==> src/rtl/psg_write_sequencer_pkg.sv <==
// Shared types and byte encoders for the PSG write sequencer.
// The encoders map a note command onto SN76489 latch/data bytes.
package psg_write_sequencer_pkg;

    localparam logic [1:0] NOISE_CH = 2'd3;

    typedef enum logic [2:0] {
        INIT,
        IDLE,
        LOAD,
        WR_ASSERT,
        WR_RELEASE
    } seq_state_t;

    typedef enum logic [1:0] {
        KIND_TONE = 2'd0,
        KIND_VOL  = 2'd1,
        KIND_BOTH = 2'd2,
        KIND_RSVD = 2'd3
    } cmd_kind_t;

    typedef struct packed {
        logic [1:0] ch;
        cmd_kind_t  kind;
        logic [9:0] tone;
        logic [3:0] vol;
    } psg_cmd_t;

    // The noise channel has no data byte; its latch carries FB/NF1/NF0.
    function automatic logic [7:0] latch_tone_byte(input logic [1:0] ch, input logic [9:0] tone);
        if (ch == NOISE_CH)
            return {1'b1, NOISE_CH, 2'b00, tone[2:0]};
        return {1'b1, ch, 1'b0, tone[3:0]};
    endfunction

    function automatic logic [7:0] data_tone_byte(input logic [9:0] tone);
        return {2'b00, tone[9:4]};
    endfunction

    function automatic logic [7:0] vol_byte(input logic [1:0] ch, input logic [3:0] vol);
        return {1'b1, ch, 1'b1, vol};
    endfunction

    function automatic logic [1:0] byte_count(input psg_cmd_t cmd);
        logic [1:0] tone_bytes;
        tone_bytes = (cmd.ch == NOISE_CH) ? 2'd1 : 2'd2;
        case (cmd.kind)
            KIND_TONE: return tone_bytes;
            KIND_VOL:  return 2'd1;
            KIND_BOTH: return tone_bytes + 2'd1;
            default:   return 2'd0;
        endcase
    endfunction

    // Byte idx of a command: tone latch, tone data (not for noise), then volume.
    function automatic logic [7:0] cmd_byte(input psg_cmd_t cmd, input logic [1:0] idx);
        if (cmd.kind == KIND_VOL)
            return vol_byte(cmd.ch, cmd.vol);
        if (idx == 2'd0)
            return latch_tone_byte(cmd.ch, cmd.tone);
        if (idx == 2'd1 && cmd.ch != NOISE_CH)
            return data_tone_byte(cmd.tone);
        return vol_byte(cmd.ch, cmd.vol);
    endfunction

endpackage

==> src/rtl/psg_write_sequencer_if.sv <==
// Command port plus PSG chip bus of the write sequencer.
interface psg_write_sequencer_if;
    logic       CMD_VALID;
    logic       CMD_READY;
    logic [1:0] CMD_CH;
    logic [1:0] CMD_KIND;
    logic [9:0] CMD_TONE;
    logic [3:0] CMD_VOL;
    logic [7:0] D;
    logic       nWE;
    logic       nCE;
    logic       READY;

    modport master (
        output CMD_VALID, CMD_CH, CMD_KIND, CMD_TONE, CMD_VOL, READY,
        input  CMD_READY, D, nWE, nCE
    );

    modport slave (
        input  CMD_VALID, CMD_CH, CMD_KIND, CMD_TONE, CMD_VOL, READY,
        output CMD_READY, D, nWE, nCE
    );
endinterface

==> src/rtl/psg_write_sequencer_fifo.sv <==
// Synchronous command FIFO with registered read; pop_data holds until the next pop.
module psg_write_sequencer_fifo
    import psg_write_sequencer_pkg::*;
#(
    parameter int DEPTH = 8
) (
    input  logic                     clk,
    input  logic                     srst,
    input  logic                     push,
    input  psg_cmd_t                 push_data,
    input  logic                     pop,
    output psg_cmd_t                 pop_data,
    output logic                     full,
    output logic                     empty,
    output logic [$clog2(DEPTH):0]   count
);
    localparam int AW = $clog2(DEPTH);

    psg_cmd_t      mem [DEPTH];
    psg_cmd_t      pop_data_reg;
    logic [AW-1:0] wr_ptr_reg;
    logic [AW-1:0] rd_ptr_reg;
    logic [AW:0]   count_reg;
    logic          do_push;
    logic          do_pop;

    assign full    = (count_reg == (AW+1)'(DEPTH));
    assign empty   = (count_reg == '0);
    assign do_push = push && !full;
    assign do_pop  = pop && !empty;

    always_ff @(posedge clk) begin
        if (do_push)
            mem[wr_ptr_reg] <= push_data;
    end

    // Pointers are AW bits wide so they wrap modulo DEPTH on their own.
    always_ff @(posedge clk) begin
        if (srst) begin
            wr_ptr_reg   <= '0;
            rd_ptr_reg   <= '0;
            count_reg    <= '0;
            pop_data_reg <= '0;
        end else begin
            if (do_push)
                wr_ptr_reg <= wr_ptr_reg + 1'b1;
            if (do_pop) begin
                pop_data_reg <= mem[rd_ptr_reg];
                rd_ptr_reg   <= rd_ptr_reg + 1'b1;
            end
            case ({do_push, do_pop})
                2'b10:   count_reg <= count_reg + 1'b1;
                2'b01:   count_reg <= count_reg - 1'b1;
                default: count_reg <= count_reg;
            endcase
        end
    end

    assign pop_data = pop_data_reg;
    assign count    = count_reg;
endmodule

==> src/rtl/psg_write_sequencer.sv <==
// Serialises buffered note commands into SN76489 bus writes with READY handshake
// and an optional power-up mute of all four channels.
module psg_write_sequencer
    import psg_write_sequencer_pkg::*;
#(
    parameter int FIFO_DEPTH    = 8,
    parameter int READY_TIMEOUT = 255,
    parameter int INIT_MUTE     = 1
) (
    input  logic                         CLK,
    input  logic                         RST,
    psg_write_sequencer_if.slave         bus,
    output logic                         BUSY,
    output logic                         ERR_TIMEOUT,
    input  logic                         ERR_CLR,
    output logic [$clog2(FIFO_DEPTH):0]  FIFO_COUNT
);
    localparam int CW = $clog2(FIFO_DEPTH) + 1;
    localparam int TW = (READY_TIMEOUT < 2) ? 1 : $clog2(READY_TIMEOUT);
    localparam logic [TW-1:0] TIMEOUT_LAST = TW'(READY_TIMEOUT - 1);

    seq_state_t    state_reg, state_next;
    psg_cmd_t      cmd_in, cmd_cur;
    logic          fifo_full, fifo_empty, cmd_push, cmd_pop;
    logic [CW-1:0] fifo_count, count_next;
    logic [7:0]    d_reg, cur_byte;
    logic          nwe_reg, cmd_ready_reg, err_reg;
    logic [1:0]    byte_idx_reg, init_ch_reg;
    logic          init_active_reg, init_active_next;
    logic [TW-1:0] wait_cnt_reg;
    logic          byte_avail, load_byte, timeout_hit, init_step;

    assign cmd_in   = '{ch: bus.CMD_CH, kind: cmd_kind_t'(bus.CMD_KIND),
                        tone: bus.CMD_TONE, vol: bus.CMD_VOL};
    assign cmd_push = bus.CMD_VALID && cmd_ready_reg && !fifo_full;

    psg_write_sequencer_fifo #(.DEPTH(FIFO_DEPTH)) u_fifo (
        .clk       (CLK),
        .srst      (RST),
        .push      (cmd_push),
        .push_data (cmd_in),
        .pop       (cmd_pop),
        .pop_data  (cmd_cur),
        .full      (fifo_full),
        .empty     (fifo_empty),
        .count     (fifo_count)
    );

    // During the mute phase the byte source is the channel counter, not the FIFO.
    assign byte_avail = (byte_idx_reg < byte_count(cmd_cur));
    assign cur_byte   = init_active_reg ? vol_byte(init_ch_reg, 4'hF)
                                        : cmd_byte(cmd_cur, byte_idx_reg);

    always_ff @(posedge CLK) begin
        if (RST)
            state_reg <= (INIT_MUTE != 0) ? INIT : IDLE;
        else
            state_reg <= state_next;
    end

    always_comb begin
        state_next = state_reg;
        unique case (state_reg)
            INIT:       state_next = LOAD;
            IDLE:       if (!fifo_empty) state_next = LOAD;
            LOAD:       state_next = (init_active_reg || byte_avail) ? WR_ASSERT : IDLE;
            WR_ASSERT:  if (!bus.READY || timeout_hit) state_next = WR_RELEASE;
            WR_RELEASE: begin
                if (bus.READY) begin
                    if (init_active_reg)
                        state_next = (init_ch_reg == 2'd3) ? IDLE : LOAD;
                    else
                        state_next = byte_avail ? LOAD : IDLE;
                end
            end
            default:    state_next = IDLE;
        endcase
    end

    always_comb begin
        cmd_pop          = (state_reg == IDLE) && !fifo_empty;
        load_byte        = (state_reg == LOAD) && (init_active_reg || byte_avail);
        timeout_hit      = (state_reg == WR_ASSERT) && bus.READY && (wait_cnt_reg == TIMEOUT_LAST);
        init_step        = (state_reg == WR_RELEASE) && bus.READY && init_active_reg;
        init_active_next = init_active_reg && !(init_step && init_ch_reg == 2'd3);
        count_next       = fifo_count + CW'(cmd_push) - CW'(cmd_pop);
    end

    // nWE follows the state one cycle late, so a push into an idle empty FIFO
    // drives the bus low on the third edge after it.
    always_ff @(posedge CLK) begin
        if (RST) begin
            d_reg           <= '0;
            nwe_reg         <= 1'b1;
            cmd_ready_reg   <= 1'b0;
            err_reg         <= 1'b0;
            byte_idx_reg    <= '0;
            init_ch_reg     <= '0;
            init_active_reg <= (INIT_MUTE != 0);
            wait_cnt_reg    <= '0;
        end else begin
            nwe_reg         <= (state_reg != WR_ASSERT);
            cmd_ready_reg   <= (count_next != CW'(FIFO_DEPTH)) && !init_active_next;
            init_active_reg <= init_active_next;
            if (cmd_pop)
                byte_idx_reg <= '0;
            if (load_byte) begin
                d_reg        <= cur_byte;
                wait_cnt_reg <= '0;
                if (!init_active_reg)
                    byte_idx_reg <= byte_idx_reg + 1'b1;
            end else if (state_reg == WR_ASSERT) begin
                wait_cnt_reg <= wait_cnt_reg + 1'b1;
            end
            // Pushing the index past any byte count drops the rest of the command.
            if (timeout_hit)
                byte_idx_reg <= 2'd3;
            if (init_step)
                init_ch_reg <= init_ch_reg + 1'b1;
            if (timeout_hit)
                err_reg <= 1'b1;
            else if (ERR_CLR)
                err_reg <= 1'b0;
        end
    end

    assign bus.D         = d_reg;
    assign bus.nWE       = nwe_reg;
    assign bus.nCE       = nwe_reg;
    assign bus.CMD_READY = cmd_ready_reg;
    assign BUSY          = !fifo_empty || (state_reg != IDLE);
    assign ERR_TIMEOUT   = err_reg;
    assign FIFO_COUNT    = fifo_count;
endmodule

==> src/flat_wrapper.sv <==
// flat-port wrapper written by rule: the top's interface ports become plain ports
module psg_write_sequencer_flat import psg_write_sequencer_pkg::*;
#(
    parameter int FIFO_DEPTH    = 8,
    parameter int READY_TIMEOUT = 255,
    parameter int INIT_MUTE     = 1
)
  (CLK, RST, BUSY, ERR_TIMEOUT, ERR_CLR, FIFO_COUNT, bus_CMD_VALID, bus_CMD_CH, bus_CMD_KIND, bus_CMD_TONE, bus_CMD_VOL, bus_READY, bus_CMD_READY, bus_D, bus_nWE, bus_nCE);
  psg_write_sequencer_if bus_i ();
  input  logic CLK;
  input  logic RST;
  output logic BUSY;
  output logic ERR_TIMEOUT;
  input  logic ERR_CLR;
  output logic [$clog2(FIFO_DEPTH):0] FIFO_COUNT;
  input wire logic [$bits(bus_i.CMD_VALID)-1:0] bus_CMD_VALID;
  input wire logic [$bits(bus_i.CMD_CH)-1:0] bus_CMD_CH;
  input wire logic [$bits(bus_i.CMD_KIND)-1:0] bus_CMD_KIND;
  input wire logic [$bits(bus_i.CMD_TONE)-1:0] bus_CMD_TONE;
  input wire logic [$bits(bus_i.CMD_VOL)-1:0] bus_CMD_VOL;
  input wire logic [$bits(bus_i.READY)-1:0] bus_READY;
  output wire logic [$bits(bus_i.CMD_READY)-1:0] bus_CMD_READY;
  output wire logic [$bits(bus_i.D)-1:0] bus_D;
  output wire logic [$bits(bus_i.nWE)-1:0] bus_nWE;
  output wire logic [$bits(bus_i.nCE)-1:0] bus_nCE;
  assign bus_i.CMD_VALID = bus_CMD_VALID;
  assign bus_i.CMD_CH = bus_CMD_CH;
  assign bus_i.CMD_KIND = bus_CMD_KIND;
  assign bus_i.CMD_TONE = bus_CMD_TONE;
  assign bus_i.CMD_VOL = bus_CMD_VOL;
  assign bus_i.READY = bus_READY;
  assign bus_CMD_READY = bus_i.CMD_READY;
  assign bus_D = bus_i.D;
  assign bus_nWE = bus_i.nWE;
  assign bus_nCE = bus_i.nCE;
  psg_write_sequencer #(.FIFO_DEPTH(FIFO_DEPTH), .READY_TIMEOUT(READY_TIMEOUT), .INIT_MUTE(INIT_MUTE)) u_core (.CLK(CLK), .RST(RST), .bus(bus_i), .BUSY(BUSY), .ERR_TIMEOUT(ERR_TIMEOUT), .ERR_CLR(ERR_CLR), .FIFO_COUNT(FIFO_COUNT));
endmodule
==> config.mk <==
export PLATFORM = sky130hd
export DESIGN_NAME = psg_write_sequencer_flat
export DESIGN_NICKNAME = d
export VERILOG_FILES = /design/src/rtl/psg_write_sequencer_pkg.sv /design/src/rtl/psg_write_sequencer_if.sv /design/src/rtl/psg_write_sequencer_fifo.sv /design/src/rtl/psg_write_sequencer.sv /design/src/flat_wrapper.sv
export SDC_FILE = /design/constraint.sdc
export NUM_CORES = 1
export LEC_CHECK = 0
export CAP_MARGIN = 10
export CORE_MARGIN = 2
export CORE_UTILIZATION = 45
export CTS_CLUSTER_SIZE = 8
export DETAILED_ROUTE_END_ITERATION = 10
export PLACE_DENSITY = 0.69
export SYNTH_ARGS = -nofsm -noshare
export SYNTH_HDL_FRONTEND = slang
export SYNTH_SLANG_ARGS = --single-unit
==> constraint.sdc <==
create_clock -name CLK -period 8.55 [get_ports CLK]
set_clock_uncertainty 0.2 [all_clocks]
set_input_delay 1.71 -clock CLK [delete_from_list [all_inputs] [get_ports CLK]]
set_output_delay 1.71 -clock CLK [all_outputs]
set_load 0.02 [all_outputs]
==> results of run 1 <==
## power by group through the flow
| stage | clock network [mW] | logic (mW) | registers [mW] |
|---|---|---|---|
| after detailed placement | 0 | 0.0667 | 1.07 |
| after floorplan | 0 | 0.0329 | 1.07 |
| after global placement | 0 | 0.0636 | 1.07 |
| after CTS | 0.860 | 0.0671 | 1.05 |
| final | 0.844 | 0.0662 | 1.05 |
| after global routing | 0.895 | 0.0719 | 1.05 |
## metal layers
layer / routed length (µm) / part of all wire (%) / GRT usage (%) / vias up
li1: - / - / - / 2139
met1: 6530 / 43 / 20.4 / 2337
met2: 7820 / 51 / 27.8 / 95
met3: 619 / 4.1 / 4.27 / 25
met4: 259 / 1.7 / 5.21 / 0
met5: 0 / 0 / 0 / -
## cell type report
type                    count  area [µm²]
fillers                  1410        8480
well taps                 229         287
multi-input cells         285        2580
repair buffers             50         468
clock inverters            14         206
flip-flops and latches    199        5430
inverters                  23        86.3
clock buffers              18         429
## worst min-delay path, delay by kind of cell (launching register included)
family        cells  cell delay (ns)
flops             1             0.31
mux               1             0.06
simple gates      1             0.06
## stage by stage
step,instance area [µm²],instances,total power [mW]
finish,9480,818,1.96
CTS,9480,818,1.97
floorplan,8240,536,1.10
global placement,8850,786,1.13
detailed placement,8850,786,1.13
global route,9480,818,2.01
## cell families after synthesis
kind of cell             after synthesis  synth area share (%)
AO/OA/AOI/OAI                         74                  6.62
multiplexers                          58                  12.6
XOR/XNOR                              14                  1.49
AND/OR/NAND/NOR                      121                  7.37
adder cells (fa/ha/maj)               18                  2.92
buffers and inverters                 52                  3.13
flip-flops                           199                  65.9
## synthesized netlist by cell type, drive strengths merged, types with 4 or more instances
cell type  number  share of area, %
a221oi          9              0.96
clkbuf         10              0.47
ha             16               2.4
edfxtp        144                53
nand2          18              0.85
mux4           36               9.8
nand3           9              0.55
nor2           43               2.0
xor2            5              0.53
and3            5              0.38
and2            5              0.38
mux2i          20               2.4
nand4           4              0.30
a21oi          14              0.85
inv            23               1.0
nand2b          6              0.46
o21ai           8              0.53
dfxtp          55                13
nor3           15              0.91
buf            19               1.6
xnor2           9              0.96
a211oi         20               1.8
## final timing paths
check                                                         start                             endpoint  slack [ns]  cells past startpoint
worst min-delay path                   u_core.bus.D[5]$_SDFFE_PP0P_         u_core.bus.D[5]$_SDFFE_PP0P_        0.28                      2
worst min register to register         u_core.bus.D[5]$_SDFFE_PP0P_         u_core.bus.D[5]$_SDFFE_PP0P_        0.28                      2
worst max-delay path                                  bus_CMD_VALID  u_core.u_fifo.count[3]$_SDFFE_PP0P_        4.13                     11
worst max register to register  u_core.u_fifo.count[2]$_SDFFE_PP0P_  u_core.u_fifo.count[3]$_SDFFE_PP0P_        4.96                     12
==> impl_metrics.tcl, run 1 <==
set metrics [dict create \
    async_flop_share_pct 0 \
    crit_required_ns 8.67 \
    start_util_pct 45.8 \
    grt_first_pass_wirelength_um 24400 \
    antenna_cells 0 \
    finalSetupViolations 0 \
    cp_cell_sequence "clkdlybuf4s50_1 > nand2_1 > a21oi_1 > inv_1 > ha_1 > inv_1 > ha_1 > a21o_1 > a21oi_1 > mux2i_1 > mux2_2" \
    cts.sink_count 199 \
    holdWs_ns 0.280 \
    core_area_mm2 0.0180 \
    grt_overflow 0 \
    clk_latency_ns 0.43 \
    ys_ff_latch 199 \
    max-cap-violations 0 \
    tightest_slew_ns 1.04 \
    grt_pass1_vias 4635 \
    hold_buffers 0 \
    yosys_most_used_dff "edfxtp_1" \
    vias 4596 \
    post_cts_buffers 0 \
    worstPathArrival_ns 4.54 \
    die_w_um 139 \
    tritoncts "built" \
    pre_cts_ws_ns 3.72 \
    p_sw_share_pct 21.1 \
    gp_congestion 0.802 \
    worstSetupEndpointType "flip-flop" \
    p_int_mw 1.54 \
    htreeDepth 4 \
    syn_avg_cell_area_um2 15.4 \
    grt_max_degree 57 \
    pwr_density_cell_mw_per_mm2 206 \
    slowest_stage "clkdlybuf4s50_1" \
    drt-wirelength-per-cell_um 18.6 \
    antenna_left 0 \
    p_leak_nw 2.99 \
    pwr-share-seq_pct 53.5 \
    post_cts_resized 0 \
    dp_hpwl_um 9380 \
    synth_edf_count 144 \
    crit_type "input port to flip-flop" \
    layout-drive-gt1-share_pct 16.3 \
    dieArea_mm2 0.0194 \
    setup_tns_ns 0 \
    cts_root_buffer "clkbuf_16" \
    drt-total-wl_um 15200 \
    core.rowCount 49 \
    p_clk_share_pct 43.1 \
    drt-initial-drc-count 318 \
    synth_warnings 0 \
    fin_nets 617 \
    syn-cell-area_mm2 0.00824 \
    timing_hold_violations_final 0 \
    utilization_pct 52.8 \
    period_share_pct 51.7 \
    rsz0062_at_grt "no" \
    ys_seq_area_share_pct 65.9 \
    io_pins 40 \
    syn_to_final_growth_pct 15.1 \
    cp_slowest_stage_delay_ns 0.48 \
    layout_common_cells "144 x edfxtp_1, 54 x dfxtp_1, 43 x nor2_1, 38 x clkdlybuf4s50_1, 36 x mux4_2" \
    status "complete, no violations" \
    drc 0 \
    min_period_ns 4.42 \
    worst_slack_ns 4.13 \
    worst-path-buf-inv 3 \
    finalMaxSlewViolations 0 \
    max_slew_margin_pct 30.8 \
    critPathMaxFanout 7 \
    synthCells 536 \
    via_per_inst 5.62 \
    grt_usage_pct 16.3 \
    yosysUniqueCellTypes 59 \
    combPwrFrac_pct 3.4 \
    final_common_cell "edfxtp_1" \
    largest_reg_flops 144 \
    syn_nets 577 \
    cp_top_family "buffers and inverters" \
    timing.fmax_ghz 0.226 \
    clk_pin_slew_worst_paths_ns 0.07 \
    cts_buffers 17 \
    die_h_um 139 \
    dr.pass1.iters 4 \
    portBuffers 39 \
    p_sw_uw 413 \
    ir_drop_mv 0.135 \
    startpoint_type "input port" \
    clockBufferDepth 2 \
    holdCritPathClass "flip-flop to flip-flop" \
    antenna_found_initial 0 \
]
No activity file was read; power rests on OpenSTA's default activity.
==> run 2: changes to the inputs <==
==> constraint.sdc (replaced) <==
create_clock -name CLK -period 4.5 [get_ports CLK]
set_clock_uncertainty 0.2 [all_clocks]
set_input_delay 0.9 -clock CLK [delete_from_list [all_inputs] [get_ports CLK]]
set_output_delay 0.9 -clock CLK [all_outputs]
set_load 0.02 [all_outputs]
==> impl_metrics.tcl, run 2 (same netlist as run 1, synthesis figures left out) <==
set metrics [dict create \
    status "complete, no violations" \
    dieArea_mm2 0.0194 \
    htreeDepth 4 \
    use_met3_pct 3.20 \
    rsz0062_at_grt "no" \
    grt_util_met1_pct 20.9 \
    layout_common_cells "144 x edfxtp_1, 54 x dfxtp_1, 43 x nor2_1, 38 x clkdlybuf4s50_1, 36 x mux4_2" \
    grt_overflow 0 \
    die_w_um 139 \
    timing_hold_violations_final 0 \
    syn_to_final_growth_pct 15.1 \
    final_common_cell "edfxtp_1" \
    antenna_left 0 \
    cts_buffers 17 \
    grt_usage_pct 16.6 \
    timing.fmax_ghz 0.280 \
    tritoncts "built" \
    tightest_slew_ns 1.01 \
    min_period_ns 3.58 \
    via_per_inst 5.55 \
    cts.sink_count 199 \
    largest_reg_flops 144 \
    core_area_mm2 0.0180 \
    portBuffers 39 \
    gp_congestion 0.769 \
    start_util_pct 45.8 \
    clk_pin_slew_worst_paths_ns 0.07 \
    io_pins 40 \
    clk_latency_ns 0.44 \
    worstPathArrival_ns 3.70 \
    period_share_pct 79.5 \
    antenna_cells 0 \
    holdCritPathClass "flip-flop to flip-flop" \
    top_usage_layer "met2" \
    crit_type "input port to flip-flop" \
    p_leak_nw 2.99 \
    core.rowCount 49 \
    crit_required_ns 4.62 \
    hold_buffers 0 \
    startpoint_type "input port" \
    cts_root_buffer "clkbuf_16" \
    layout-drive-gt1-share_pct 16.6 \
    cp_slowest_stage_delay_ns 0.46 \
    critPathMaxFanout 7 \
    worstSetupEndpointType "flip-flop" \
    drt-total-wl_um 15700 \
    max-cap-violations 0 \
    finalSetupViolations 0 \
    finalMaxSlewViolations 0 \
    ir_drop_mv 0.302 \
    power_mw 3.69 \
    setup_tns_ns 0 \
    pwr_density_cell_mw_per_mm2 389 \
    grt_pass1_vias 4551 \
    cp_cell_sequence "clkdlybuf4s50_1 > nand2_1 > a21oi_1 > inv_1 > ha_1 > inv_1 > ha_1 > a21o_1 > a21oi_1 > mux2i_1 > mux2_2" \
    clockBufferDepth 2 \
    slowest_stage "clkdlybuf4s50_1" \
    vias 4552 \
    grt_max_degree 57 \
    post_cts_resized 0 \
    drc 0 \
    fin_nets 619 \
    drt-initial-drc-count 232 \
    drt-wirelength-per-cell_um 19.1 \
    grt_use_met2_pct 28.4 \
    dp_hpwl_um 9760 \
    antenna_found_initial 0 \
    max_slew_margin_pct 32.6 \
    die_h_um 139 \
    grt_first_pass_wirelength_um 24500 \
    dr.pass1.iters 4 \
    r2r_slack_ns 1.23 \
    post_cts_buffers 0 \
]
run 2: metal layers:
layer  part of all wire, %  wire, µm
met3                   4.3       667
met2                    51      8000
met4                   2.2       340
met1                    42      6660
met5                     0         0
run 2: final cells by class:
type | count | area (µm²)
Clock buffer | 17 | 425
Clock inverter | 15 | 191
Timing Repair Buffer | 52 | 483
Inverter | 23 | 86.3
Sequential cell | 199 | 5430
Multi-Input combinational cell | 285 | 2580
Tap cell | 229 | 287
Fill cell | 1436 | 8490
run 2: worst paths after layout:
kind / startpoint / endpoint / depth (start not counted)
setup / recovery: bus_CMD_VALID / u_core.u_fifo.count[3]$_SDFFE_PP0P_ / 11
hold / removal: u_core.bus.D[4]$_SDFFE_PP0P_ / u_core.bus.D[4]$_SDFFE_PP0P_ / 2
setup reg to reg: u_core.u_fifo.count[2]$_SDFFE_PP0P_ / u_core.u_fifo.count[3]$_SDFFE_PP0P_ / 11
hold reg to reg: u_core.bus.D[4]$_SDFFE_PP0P_ / u_core.bus.D[4]$_SDFFE_PP0P_ / 2
run 2: where the power goes:
group          leakage, nW  switching, mW  internal, mW
Sequential            1.74         0.0131          1.97
Combinational        0.957         0.0691        0.0549
Clock                0.298          0.689         0.890
Total                 2.99          0.771          2.92
run 2: critical path: cells and delay by family:
kind                       cells  cell delay [ns]
muxes                          2             0.55
buffers and inverters          3             0.87
AOI/OAI and AO/OA              3             0.69
adders and majority gates      2             0.61
and+or+nand+nor                1             0.07
run 2: through the flow:
stage / setup WS, ns / cells / instance area, µm² / hold slack (ns) / util (%)
final: 0.924 / 820 / 9480 / 0.271 / 52.8
after global placement: 0.622 / 788 / 8860 / 0.260 / 49.3
after floorplan: 0.692 / 536 / 8240 / 0.253 / -
after CTS: 0.962 / 820 / 9480 / 0.273 / 52.8
after global routing: 0.775 / 820 / 9480 / 0.307 / 52.8
after detailed placement: 0.532 / 788 / 8860 / 0.262 / 49.3
